==> src/rtl/buzzer_voice_pkg.sv <==
// Shared definitions for the buzzer voice: FSM state encoding and counter sizing.
package buzzer_voice_pkg;

  typedef enum logic [1:0] {
    ST_IDLE  = 2'd0,
    ST_SOUND = 2'd1,
    ST_GAP   = 2'd2
  } voice_state_e;

  // Gap counter width; kept at least 1 bit so a disabled gap still elaborates.
  function automatic int gap_width(input int gap_clks);
    if (gap_clks < 2) begin
      return 1;
    end else begin
      return $clog2(gap_clks + 1);
    end
  endfunction

endpackage

==> src/rtl/buzzer_voice_tempo_tick.sv <==
// Tempo synchronizer and rising-edge detector; emits a one-clock tick three
// clocks after a tempo rising edge. Falling edges produce nothing.
module buzzer_voice_tempo_tick (
  input  logic clk_i,
  input  logic rst_i,
  input  logic tempo_i,
  output logic tick_o
);

  logic [1:0] sync_q;
  logic       edge_q;
  logic       tick_q;

  // Two-flop synchronizer, edge history and registered tick pulse.
  always_ff @(posedge clk_i or posedge rst_i) begin
    if (rst_i) begin
      sync_q <= 2'b00;
      edge_q <= 1'b0;
      tick_q <= 1'b0;
    end else begin
      sync_q <= {sync_q[0], tempo_i};
      edge_q <= sync_q[1];
      tick_q <= sync_q[1] & ~edge_q;
    end
  end

  assign tick_o = tick_q;

endmodule

==> src/rtl/buzzer_voice.sv <==
// One buzzer voice: square-wave tone with glitch-free divisor reloads,
// articulation gaps on tempo ticks and PWM volume.
module buzzer_voice
  import buzzer_voice_pkg::*;
#(
  parameter int DIV_WIDTH = 17,
  parameter int VOL_WIDTH = 1,
  parameter int GAP_CLKS  = 4096
) (
  input  logic                 clk,
  input  logic                 reset,
  input  logic                 tempo,
  input  logic                 enable,
  input  logic [DIV_WIDTH-1:0] div,
  input  logic [VOL_WIDTH-1:0] volume,
  input  logic                 retrig,
  output logic                 buzzer,
  output logic                 sounding
);

  localparam int             GW       = gap_width(GAP_CLKS);
  localparam logic [GW-1:0]  GAP_LAST = GW'(GAP_CLKS - 1);
  localparam bit             GAP_EN   = (GAP_CLKS != 0);

  voice_state_e         state_q, state_d;
  logic [DIV_WIDTH-1:0] cnt_q, cnt_d;
  logic [DIV_WIDTH-1:0] act_div_q, act_div_d;
  logic                 square_q, square_d;
  logic [GW-1:0]        gcnt_q, gcnt_d;
  logic [VOL_WIDTH-1:0] pcnt_q;
  logic                 buzzer_q, buzzer_d;
  logic                 sounding_q;
  logic                 tick_s, toggle_s, div_zero_s, gate_s;

  buzzer_voice_tempo_tick u_tick (
    .clk_i   (clk),
    .rst_i   (reset),
    .tempo_i (tempo),
    .tick_o  (tick_s)
  );

  assign div_zero_s = (div == '0);
  assign toggle_s   = (state_q == ST_SOUND) && (cnt_q == act_div_q - DIV_WIDTH'(1));
  assign gate_s     = (volume == {VOL_WIDTH{1'b1}}) || (pcnt_q < volume);

  // Next-state, tone counter and gap counter logic.
  always_comb begin
    state_d   = state_q;
    cnt_d     = cnt_q;
    act_div_d = act_div_q;
    square_d  = square_q;
    gcnt_d    = gcnt_q;
    if (!enable) begin
      state_d  = ST_IDLE;
      cnt_d    = '0;
      square_d = 1'b0;
      gcnt_d   = '0;
    end else begin
      case (state_q)
        ST_IDLE: begin
          if (!div_zero_s) begin
            state_d   = ST_SOUND;
            act_div_d = div;
            cnt_d     = '0;
            square_d  = 1'b1;
          end else begin
            state_d = ST_IDLE;
          end
        end
        ST_SOUND: begin
          // A rest is only honoured at a toggle point so the last half-period completes.
          if (toggle_s && div_zero_s) begin
            state_d  = ST_IDLE;
            cnt_d    = '0;
            square_d = 1'b0;
          end else if (tick_s && ((div != act_div_q) || retrig) && GAP_EN) begin
            state_d  = ST_GAP;
            cnt_d    = '0;
            square_d = 1'b0;
            gcnt_d   = '0;
          end else if (toggle_s) begin
            square_d  = ~square_q;
            cnt_d     = '0;
            act_div_d = div;
          end else begin
            cnt_d = cnt_q + DIV_WIDTH'(1);
          end
        end
        ST_GAP: begin
          if (tick_s && retrig) begin
            gcnt_d = '0;
          end else if (gcnt_q == GAP_LAST) begin
            gcnt_d = '0;
            if (!div_zero_s) begin
              state_d   = ST_SOUND;
              act_div_d = div;
              cnt_d     = '0;
              square_d  = 1'b1;
            end else begin
              state_d = ST_IDLE;
            end
          end else begin
            gcnt_d = gcnt_q + GW'(1);
          end
        end
        default: begin
          state_d  = ST_IDLE;
          cnt_d    = '0;
          square_d = 1'b0;
          gcnt_d   = '0;
        end
      endcase
    end
  end

  // Pin is gated by the next state too, so leaving SOUND silences it on that same clock.
  assign buzzer_d = square_q & gate_s & (state_q == ST_SOUND) & (state_d == ST_SOUND);

  // State, counters and registered outputs.
  always_ff @(posedge clk or posedge reset) begin
    if (reset) begin
      state_q    <= ST_IDLE;
      cnt_q      <= '0;
      act_div_q  <= '0;
      square_q   <= 1'b0;
      gcnt_q     <= '0;
      pcnt_q     <= '0;
      buzzer_q   <= 1'b0;
      sounding_q <= 1'b0;
    end else begin
      state_q    <= state_d;
      cnt_q      <= cnt_d;
      act_div_q  <= act_div_d;
      square_q   <= square_d;
      gcnt_q     <= gcnt_d;
      pcnt_q     <= pcnt_q + VOL_WIDTH'(1);
      buzzer_q   <= buzzer_d;
      sounding_q <= (state_d == ST_SOUND);
    end
  end

  assign buzzer   = buzzer_q;
  assign sounding = sounding_q;

endmodule

==> config.mk <==
export PLATFORM = sky130hd
export DESIGN_NAME = buzzer_voice
export DESIGN_NICKNAME = d
export VERILOG_FILES = /design/src/rtl/buzzer_voice_pkg.sv /design/src/rtl/buzzer_voice_tempo_tick.sv /design/src/rtl/buzzer_voice.sv
export SDC_FILE = /design/constraint.sdc
export NUM_CORES = 1
export LEC_CHECK = 0
export BUFFER_PORTS_ARGS = -buffer_cell sky130_fd_sc_hd__buf_2
export CORE_ASPECT_RATIO = 1.25
export CORE_MARGIN = 3
export CORE_UTILIZATION = 57
export CTS_BUF_LIST = sky130_fd_sc_hd__clkbuf_4 sky130_fd_sc_hd__clkbuf_8
export CTS_CLUSTER_DIAMETER = 80
export DETAILED_ROUTE_END_ITERATION = 6
export PLACE_DENSITY = 0.79
export SLEW_MARGIN = 20
export SYNTH_ARGS = -nofsm -noshare
export SYNTH_HDL_FRONTEND = slang
export SYNTH_SLANG_ARGS = --single-unit
export TNS_END_PERCENT = 50
==> constraint.sdc <==
create_clock -name clk -period 3.2 [get_ports clk]
set_input_delay 0.64 -clock clk [delete_from_list [all_inputs] [get_ports clk]]
set_output_delay 0.64 -clock clk [all_outputs]
set_load 0.005 [all_outputs]
Word-level counts from Yosys, hierarchy flattened
Index checks and enable logic that the tools add are counted.
Widths: inputs -> output; s select.

storage, ports and cells
  register bits after elaboration = 57
  logic and storage cells = 88

operators by class
  add/subtract/negate cells = 4
  order comparisons = 1
  equality and inequality tests = 17
  mux-type cells = 36
  bitwise gates (word level) = 6
  reductions and logical operators = 13

operators by type and width
  operator               number
  $mux 17                13
  $pmux 17 s3            2
  $mux 13                5
  $pmux 13 s3            1
  $add 17x1->17 const B  1
  $eq 17x17->1           1
  $logic_not 17->1       1
  $ne 17x17->1           1
  $sub 17x1->17 const B  1
  $add 13x1->13 const B  1
  $eq 13x12->1 const B   1
  $ne 2x2->1 const B     6
  $mux 2                 5
  $ne 3x3->1 const B     3
  $mux 1                 8
  $reduce_and 7->1       1
  $pmux 2 s3             1
  $reduce_and 3->1       2
  $ne 5x3->1 const B     1
  $and 1x1->1            4
  $eq 2x1->1 const B     2
  $logic_and 1x1->1      4
  $ne 3x2->1 const B     1
  $pmux 1 s3             1
  8 further kinds        10

Logic depth before layout (Yosys ltp)
Gate-level depths: netlist (run 1).

  depth after elaboration = 9
  mapped depth = 14
  mapped depth without buffers = 10

Modules after synthesis
A second synthesis (run 1) with hierarchy kept.

second synthesis, totals
  cells, all modules = 392
  area total of the unflattened synthesis = 3624.7 µm²

modules (own cells, without submodules)
  module                   instances  cells an instance  area each (µm²)
  buzzer_voice             1          386                3507.1
  buzzer_voice_tempo_tick  1          6                  117.6

Worst setup path before layout (run 1)
No wires, ideal clock.

  kind = reg2reg
  start = reg act_div_q[0]
  end = reg act_div_q[0]
  setup time = 0.125 ns
  arrival time = 3.059 ns
  path slack = 0.016 ns
  cell stages (with the launch flop) = 14
  clock period less this slack = 3.184 ns
  cell sequence = dfrtp_1 > clkbuf_1 > inv_1 > ha_1 > or4b_1 > buf_2 > nand4b_1 > mux2i_1 > mux2i_1 > a21oi_1 > nor3_2 > o21ai_2 > buf_6 > mux2_4

on the way
  longest elaborated chain between the ends = 6
  elaborated cells on any way between the ends = 15
  those cells by class = add/sub (1); eq/ne (5); mux (4); reduce/logical (5)

ends and longest elaborated chain
  element                            RTL line             text
  start, declared                    buzzer_voice.sv:27   logic [DIV_WIDTH-1:0] act_div_q, act_div_d;
  start signal, assigned             buzzer_voice.sv:133  act_div_q <= act_div_d;
  $sub 17x1->17                      buzzer_voice.sv:43   assign toggle_s = (state_q == ST_SOUND) && (cnt_q == act_div_q - DIV_WIDTH'(1));
  $eq 17x17->1                       buzzer_voice.sv:43
  $logic_and 1x1->1                  buzzer_voice.sv:43
  $logic_and 1x1->1                  buzzer_voice.sv:72   if (toggle_s && div_zero_s) begin
  $ne 2x2->1 (no source line)        n/a
  $reduce_and 7->1 (no source line)  n/a

Several ways; a longest one is shown, not always the timed one. The select of a mux whose other input is x is not followed.
A chain may end at the register's enable or synchronous reset.

Worst setup path in the final report (run 1)
  start = reg act_div_q[0]
  end = reg cnt_q[12]

on the way
  longest elaborated chain between the ends = 8
  elaborated cells on any way between the ends = 12
  those cells by class = add/sub (1); eq/ne (2); mux (5); reduce/logical (4)

ends and longest elaborated chain
  element               RTL line             text
  $sub 17x1->17         buzzer_voice.sv:43
  $eq 17x17->1          buzzer_voice.sv:43
  $logic_and 1x1->1     buzzer_voice.sv:43
  $mux 17               buzzer_voice.sv:81   end else if (toggle_s) begin
  $mux 17               buzzer_voice.sv:76   end else if (tick_s && ((div != act_div_q) || retrig) && GAP_EN) begin
  $mux 17 (*)           buzzer_voice.sv:72
  $pmux 17 s3 (*)       buzzer_voice.sv:59   case (state_q)
  $mux 17 (*)           buzzer_voice.sv:53   if (!enable) begin
  end signal, assigned  buzzer_voice.sv:132  cnt_q <= cnt_d;
  end, declared         buzzer_voice.sv:26   logic [DIV_WIDTH-1:0] cnt_q, cnt_d;

Mark *: on every way between the ends. The rest lies on a longest branch, timed or not.

==> results.toml, run 1 <==
[synthesis]
synth_cell_type_count = 58
synth_top_area_share_pct = 38.71
netlist_top_cells_count = "dfrtp_1, xor2_1, nor2_1"
yosys_warnings = 0
syn_avg_cell_area_um2 = 9.704
ys_seq_area_share_pct = 38.71
synthArstFlopShare_pct = 100.0
synth_top_cell_by_area = "dfrtp_1"
ys_top_cells_by_area = "dfrtp_1, xor2_1, mux2_4, xnor2_1, a41oi_1"
synth_edf_count = 0
synth.most_common_cell = "dfrtp_1"
ys_seq_elements = 56
synthesis.area_mm2 = 0.003620
syn_inst = 373
ys.flop_type = "dfrtp_1"
synth_nets = 399

[placed_design]
hpwl_um = 6053
place_area_mm2 = 0.003892
gp_congestion = 0.8614
portBuffers = 24

[pwr]
comb_power_share_pct = 31.9
power_density_mw_per_mm2 = 476.1
peakVddDrop_mv = 0.3255
leakage_uw = 0.001655
p_int_uw = 1268
p_sw_uw = 639.1
switching_share_pct = 33.51
p_clk_share_pct = 21.9
power_frac_seq_pct = 46.2

[worst_setup_path]
cp.arrival_ns = 3.23
cpMaxStageDelayCell = "or4b_4"
crit_buf_inv = 2
reg2reg_from = "act_div_q[0]"
end_kind = "register"
path_class = "register to register"
r2r_slack_ns = 0.17
cp-start-kind = "register"
worstReg2RegEnd = "cnt_q[12]"
worst-path-max-fanout = 16
max_stage_delay_ns = 0.51
cp.required_ns = 3.40
reg2reg_depth = 11
cp_top_family = "simple AND/OR/NAND/NOR gates"
path_cells = "inv_1 -> ha_1 -> or4b_4 -> or4_1 -> o31a_1 -> o311ai_2 -> o2111ai_2 -> or2_1 -> buf_4 -> a41oi_1 -> mux2i_1"

[sta]
tns_ns = 0
rsz0062_at_grt = "no"
hold_viol = 0
period_share_pct = 94.63
tightest_slew_ns = 0.7154
finClkSkew_ns = 0.01439
fmax_ghz = 0.3302
period_minus_slack_ns = 3.028
finalSetupViolCount = 0
max_slew_margin_pct = 52.30
finalMaxSlewViolations = 0

[drt]
wl_um = 8180
drc = 0
drtIter0Drc = 223
routed_via_density = 6.323
ant_nets = 0
firstDrtPassIters = 4
vias = 3073
avgRoutedWirePerCell_um = 16.83

[global_route]
grt_max_degree = 57
grt.overflow.total = 0
grt_pass1_vias = 2959
antenna_found_initial = 0
grt_usage_pct = 23.24
grt_first_pass_wirelength_um = 13700

[clocking]
ctsHoldBuffers = 0
clk_path_buf_depth = 2
numCtsBuffers = 5
cts_tree = "yes"
cts_resized = 0
htree_levels = 2
clk_pin_slew_ns = 0.10
postCtsSetupBuffers = 0
clock-sinks = 56
worstSkewPairLatency_ns = 0.32
cts-root-buf = "clkbuf_8"

[finish]
nFillCells = 490
multi_input_area_mm2 = 0.002061
seq_area_mm2 = 0.001401
n_antenna_cell = 0
drive_gt1_share_pct = 21.29
fin_nets = 429
design_area_mm2 = 0.004005
syn_to_final_growth_pct = 10.65

[outcome]
status = "finished clean"

[floorplanning]
initial_core_util_pct = 60.60
dieWidth_um = 77.28
die-area_mm2 = 0.007348
rows = 31
io_pins = 25
coreArea_mm2 = 0.005973
die_y_um = 95.10

[worst_hold_path]
hold_path_end = "u_tick.sync_q[1]"
hp-class = "register to register"
min-delay-start = "u_tick.sync_q[0]"
min_delay_path_depth = 0

[run]
maxCapViolations = 0
-- power by group through the flow --
stage	registers [uW]	clock network, uW	logic, uW
6_report	882	418	608
2_1_floorplan	855	0	464
5_1_grt	897	439	666
3_3_place_gp	890	0	581
3_5_place_dp	895	0	597
4_1_cts	880	422	602
-- final cells by class --
type | instances | area share [%]
sequential | 56 | 34.99
timing repair buffer | 44 | 7.060
clock inverter | 1 | 0.1874
multi-input combinational | 280 | 51.45
tap | 82 | 2.562
clock buffer | 7 | 2.249
inverter | 16 | 1.500
-- worst reg2reg max path: stages (launching register included) --
cell,delay (ns)
dfrtp_1,0.39
inv_1,0.07
ha_1,0.17
or4b_4,0.51
or4_1,0.41
o31a_1,0.13
o311ai_2,0.24
o2111ai_2,0.19
or2_1,0.28
buf_4,0.20
a41oi_1,0.23
mux2i_1,0.10
-- sequential cells by signal (all words and copies together) (netlist names) --
name / flops
act_div_q: 17
buzzer: 1
cnt_q: 17
gcnt_q: 13
sounding: 1
square_q: 1
state_q: 2
u_tick.edge_q: 1
u_tick.sync_q: 2
u_tick.tick_o: 1
-- placed cells by master, fill, tap and decap left out, types with 10 or more instances in the layout --
master	instances
nor3_1	12
dfrtp_1	56
a31oi_1	17
nor2_1	18
xor2_1	21
and3_1	14
inv_1	15
buf_4	19
buf_2	24
a41oi_1	14
a21oi_1	10
nand4b_1	10
nand3_1	16
mux2_4	10
xnor2_1	17
nand2_1	17
-- through the flow --
| step | cells | hold slack, ns | setup WS [ns] | util, % | power [uW] |
|---|---|---|---|---|---|
| 2_1_floorplan | 373 | 0.3312 | 0.01630 | - | 1319 |
| 3_3_place_gp | 478 | 0.3470 | 0.1919 | 65.17 | 1471 |
| 3_5_place_dp | 478 | 0.3378 | 0.09604 | 65.17 | 1491 |
| 4_1_cts | 486 | 0.3701 | 0.06909 | 66.80 | 1904 |
| 5_1_grt | 486 | 0.3756 | 0.003824 | 67.05 | 2002 |
| 6_report | 486 | 0.3637 | 0.1718 | 67.05 | 1907 |
-- logic make-up after synthesis --
logic type / after synthesis / share of synthesized area, %
mux: 23 / 8.019
simple gates: 134 / 21.36
xor+xnor: 38 / 9.195
fa+ha+maj: 3 / 1.037
compound gates: 82 / 16.83
buf+inv: 37 / 4.839
flops: 56 / 38.71
-- metal layers --
| metal | global-route usage (%) | share of wire (%) | vias up |
|---|---|---|---|
| met5 | 0 | 0 | - |
| met4 | 10.83 | 4.0 | 0 |
| met3 | 3.781 | 4.9 | 26 |
| met2 | 40.71 | 49 | 98 |
| met1 | 28.08 | 42 | 1486 |
| li1 | - | - | 1463 |
-- how the worst max path moves through the flow --
stage | start | endpoint | depth (start not counted)
after floorplan | act_div_q[0] | act_div_q[0] | 13
final | act_div_q[0] | cnt_q[12] | 11
after CTS | act_div_q[0] | act_div_q[12] | 12
after global placement | act_div_q[0] | cnt_q[15] | 11
after global routing | act_div_q[0] | cnt_q[12] | 11
after detailed placement | act_div_q[0] | act_div_q[15] | 12
No activity file was read; power rests on OpenSTA's default activity.
==> run 2: changes to the inputs <==
Settings changed: CORE_ASPECT_RATIO 1.25 to not set.
==> results.toml, run 2 (synthesis results as in run 1) <==
[worst_setup_path]
worst-path-max-fanout = 17
reg2reg_depth = 10
cp.required_ns = 3.40
end_kind = "register"
crit_buf_inv = 2
path_class = "register to register"
max_stage_delay_ns = 0.54
cpMaxStageDelayCell = "or4_1"
worstReg2RegEnd = "act_div_q[0]"
path_cells = "nor3_1 -> nand3b_1 -> or4_1 -> a22oi_1 -> o2111ai_2 -> buf_4 -> nor3_2 -> o21ai_2 -> buf_12 -> mux2_4"
reg2reg_from = "act_div_q[2]"
critPathLaunch = "act_div_q[2]"
cp.arrival_ns = 3.31
cp_top_family = "simple AND/OR/NAND/NOR gates"
cp-start-kind = "register"
r2r_slack_ns = 0.09

[clocking]
clk_pin_slew_ns = 0.10
clock-sinks = 56
worstSkewPairLatency_ns = 0.32
htree_levels = 2
cts-root-buf = "clkbuf_8"
cts_tree = "yes"
clk_path_buf_depth = 2
numCtsBuffers = 5

[finish]
design_area_mm2 = 0.004083
seq_area_mm2 = 0.001401
fin_nets = 431
syn_to_final_growth_pct = 12.79
nFillCells = 477
drive_gt1_share_pct = 22.41
multi_input_area_mm2 = 0.002098
final_common_cell = "dfrtp_1"
n_antenna_cell = 0
final_cell_mix = "dfrtp_1, buf_2, xor2_1"
reg_top3 = "act_div_q (17), cnt_q (17), gcnt_q (13)"
fin_util_pct = 67.75
stdcell_count = 481

[global_route]
grt.overflow.total = 0
grt_first_pass_wirelength_um = 14520
grt_usage_pct = 24.48
antenna_found_initial = 0
grt_max_degree = 33
grt_pass1_vias = 2983

[sta]
setup_slack_ns = 0.09278
period_minus_slack_ns = 3.107
period_share_pct = 97.10
tightest_slew_ns = 0.5464
rsz0062_at_grt = "yes"
finalMaxSlewViolations = 0
max_slew_margin_pct = 63.29
fmax_ghz = 0.3218
finalSetupViolCount = 0
hold_viol = 0
finClkSkew_ns = 0.009420

[worst_hold_path]
hp-class = "input pin to asynchronous set/reset pin"

[placed_design]
hpwl_um = 6252
gp_congestion = 0.9545
portBuffers = 24
dp_cells = 472
dp_slack_ns = 0.1041
place_area_mm2 = 0.003904

[drt]
routed_via_density = 6.491
vias = 3122
drtIter0Drc = 262
firstDrtPassIters = 6
avgRoutedWirePerCell_um = 18.04
drc = 0
wl_um = 8676
ant_nets = 0

[outcome]
status = "finished clean"

[floorplanning]
die-area_mm2 = 0.007343
dieWidth_um = 85.69
die_y_um = 85.69
rows = 28
coreArea_mm2 = 0.006026
initial_core_util_pct = 60.07
io_pins = 25

[pwr]
power_uw = 2007
power_density_mw_per_mm2 = 491.6
peakVddDrop_mv = 0.3075
leakage_uw = 0.001703

[run]
maxCapViolations = 0
## run 2: per-stage QoR
stage,TNS (ns),hold slack [ns]
3_3_place_gp,0,0.3439
3_5_place_dp,0,0.3365
4_1_cts,0,0.3705
2_1_floorplan,0,0.3312
6_report,0,0.3664
5_1_grt,-0.1239,0.3803
## run 2: tightest hold or removal path: cells and delay by family
| kind | cells | cell delay [ns] |
|---|---|---|
| buf+inv | 3 | 0.45 |
## run 2: how the worst max path moves through the flow
stage / cells after the start / end / slack [ns]
floorplan: 13 / act_div_q[0] / 0.02
global placement: 11 / cnt_q[2] / 0.28
CTS: 11 / cnt_q[15] / 0.08
finish: 10 / act_div_q[0] / 0.09
global route: 13 / cnt_q[9] / -0.02
detailed placement: 11 / cnt_q[15] / 0.10
## run 2: routing by layer
layer | share of wire, % | global-route usage, % | up-vias
met1 | 46 | 33.97 | 1535
met3 | 4.2 | 3.939 | 16
met2 | 48 | 39.76 | 103
met5 | 0 | 0 | -
li1 | - | - | 1468
met4 | 1.7 | 7.050 | 0
## run 2: repair_timing
action / 4_1_cts / 5_1_grt
buffers inserted: 0 / 1
endpoints found under the setup margin: 0 / 13
hold buffers: 0 / 0
gates resized for setup: 0 / 9
## run 2: power by group
part / internal, uW / switching, uW / leakage [uW]
sequential: 779 / 118 / 0.000729
combinational: 313 / 317 / 0.000919
clock: 236 / 244 / 0.0000548
total: 1330 / 679 / 0.00170
## run 2: area by class of cell
cell class / instances / share of cell area, %
Multi-Input combinational cell: 280 / 51.39
Clock buffer: 5 / 1.686
Timing Repair Buffer: 46 / 7.692
Clock inverter: 3 / 1.134
Sequential cell: 56 / 34.32
Tap cell: 75 / 2.298
Inverter: 16 / 1.471
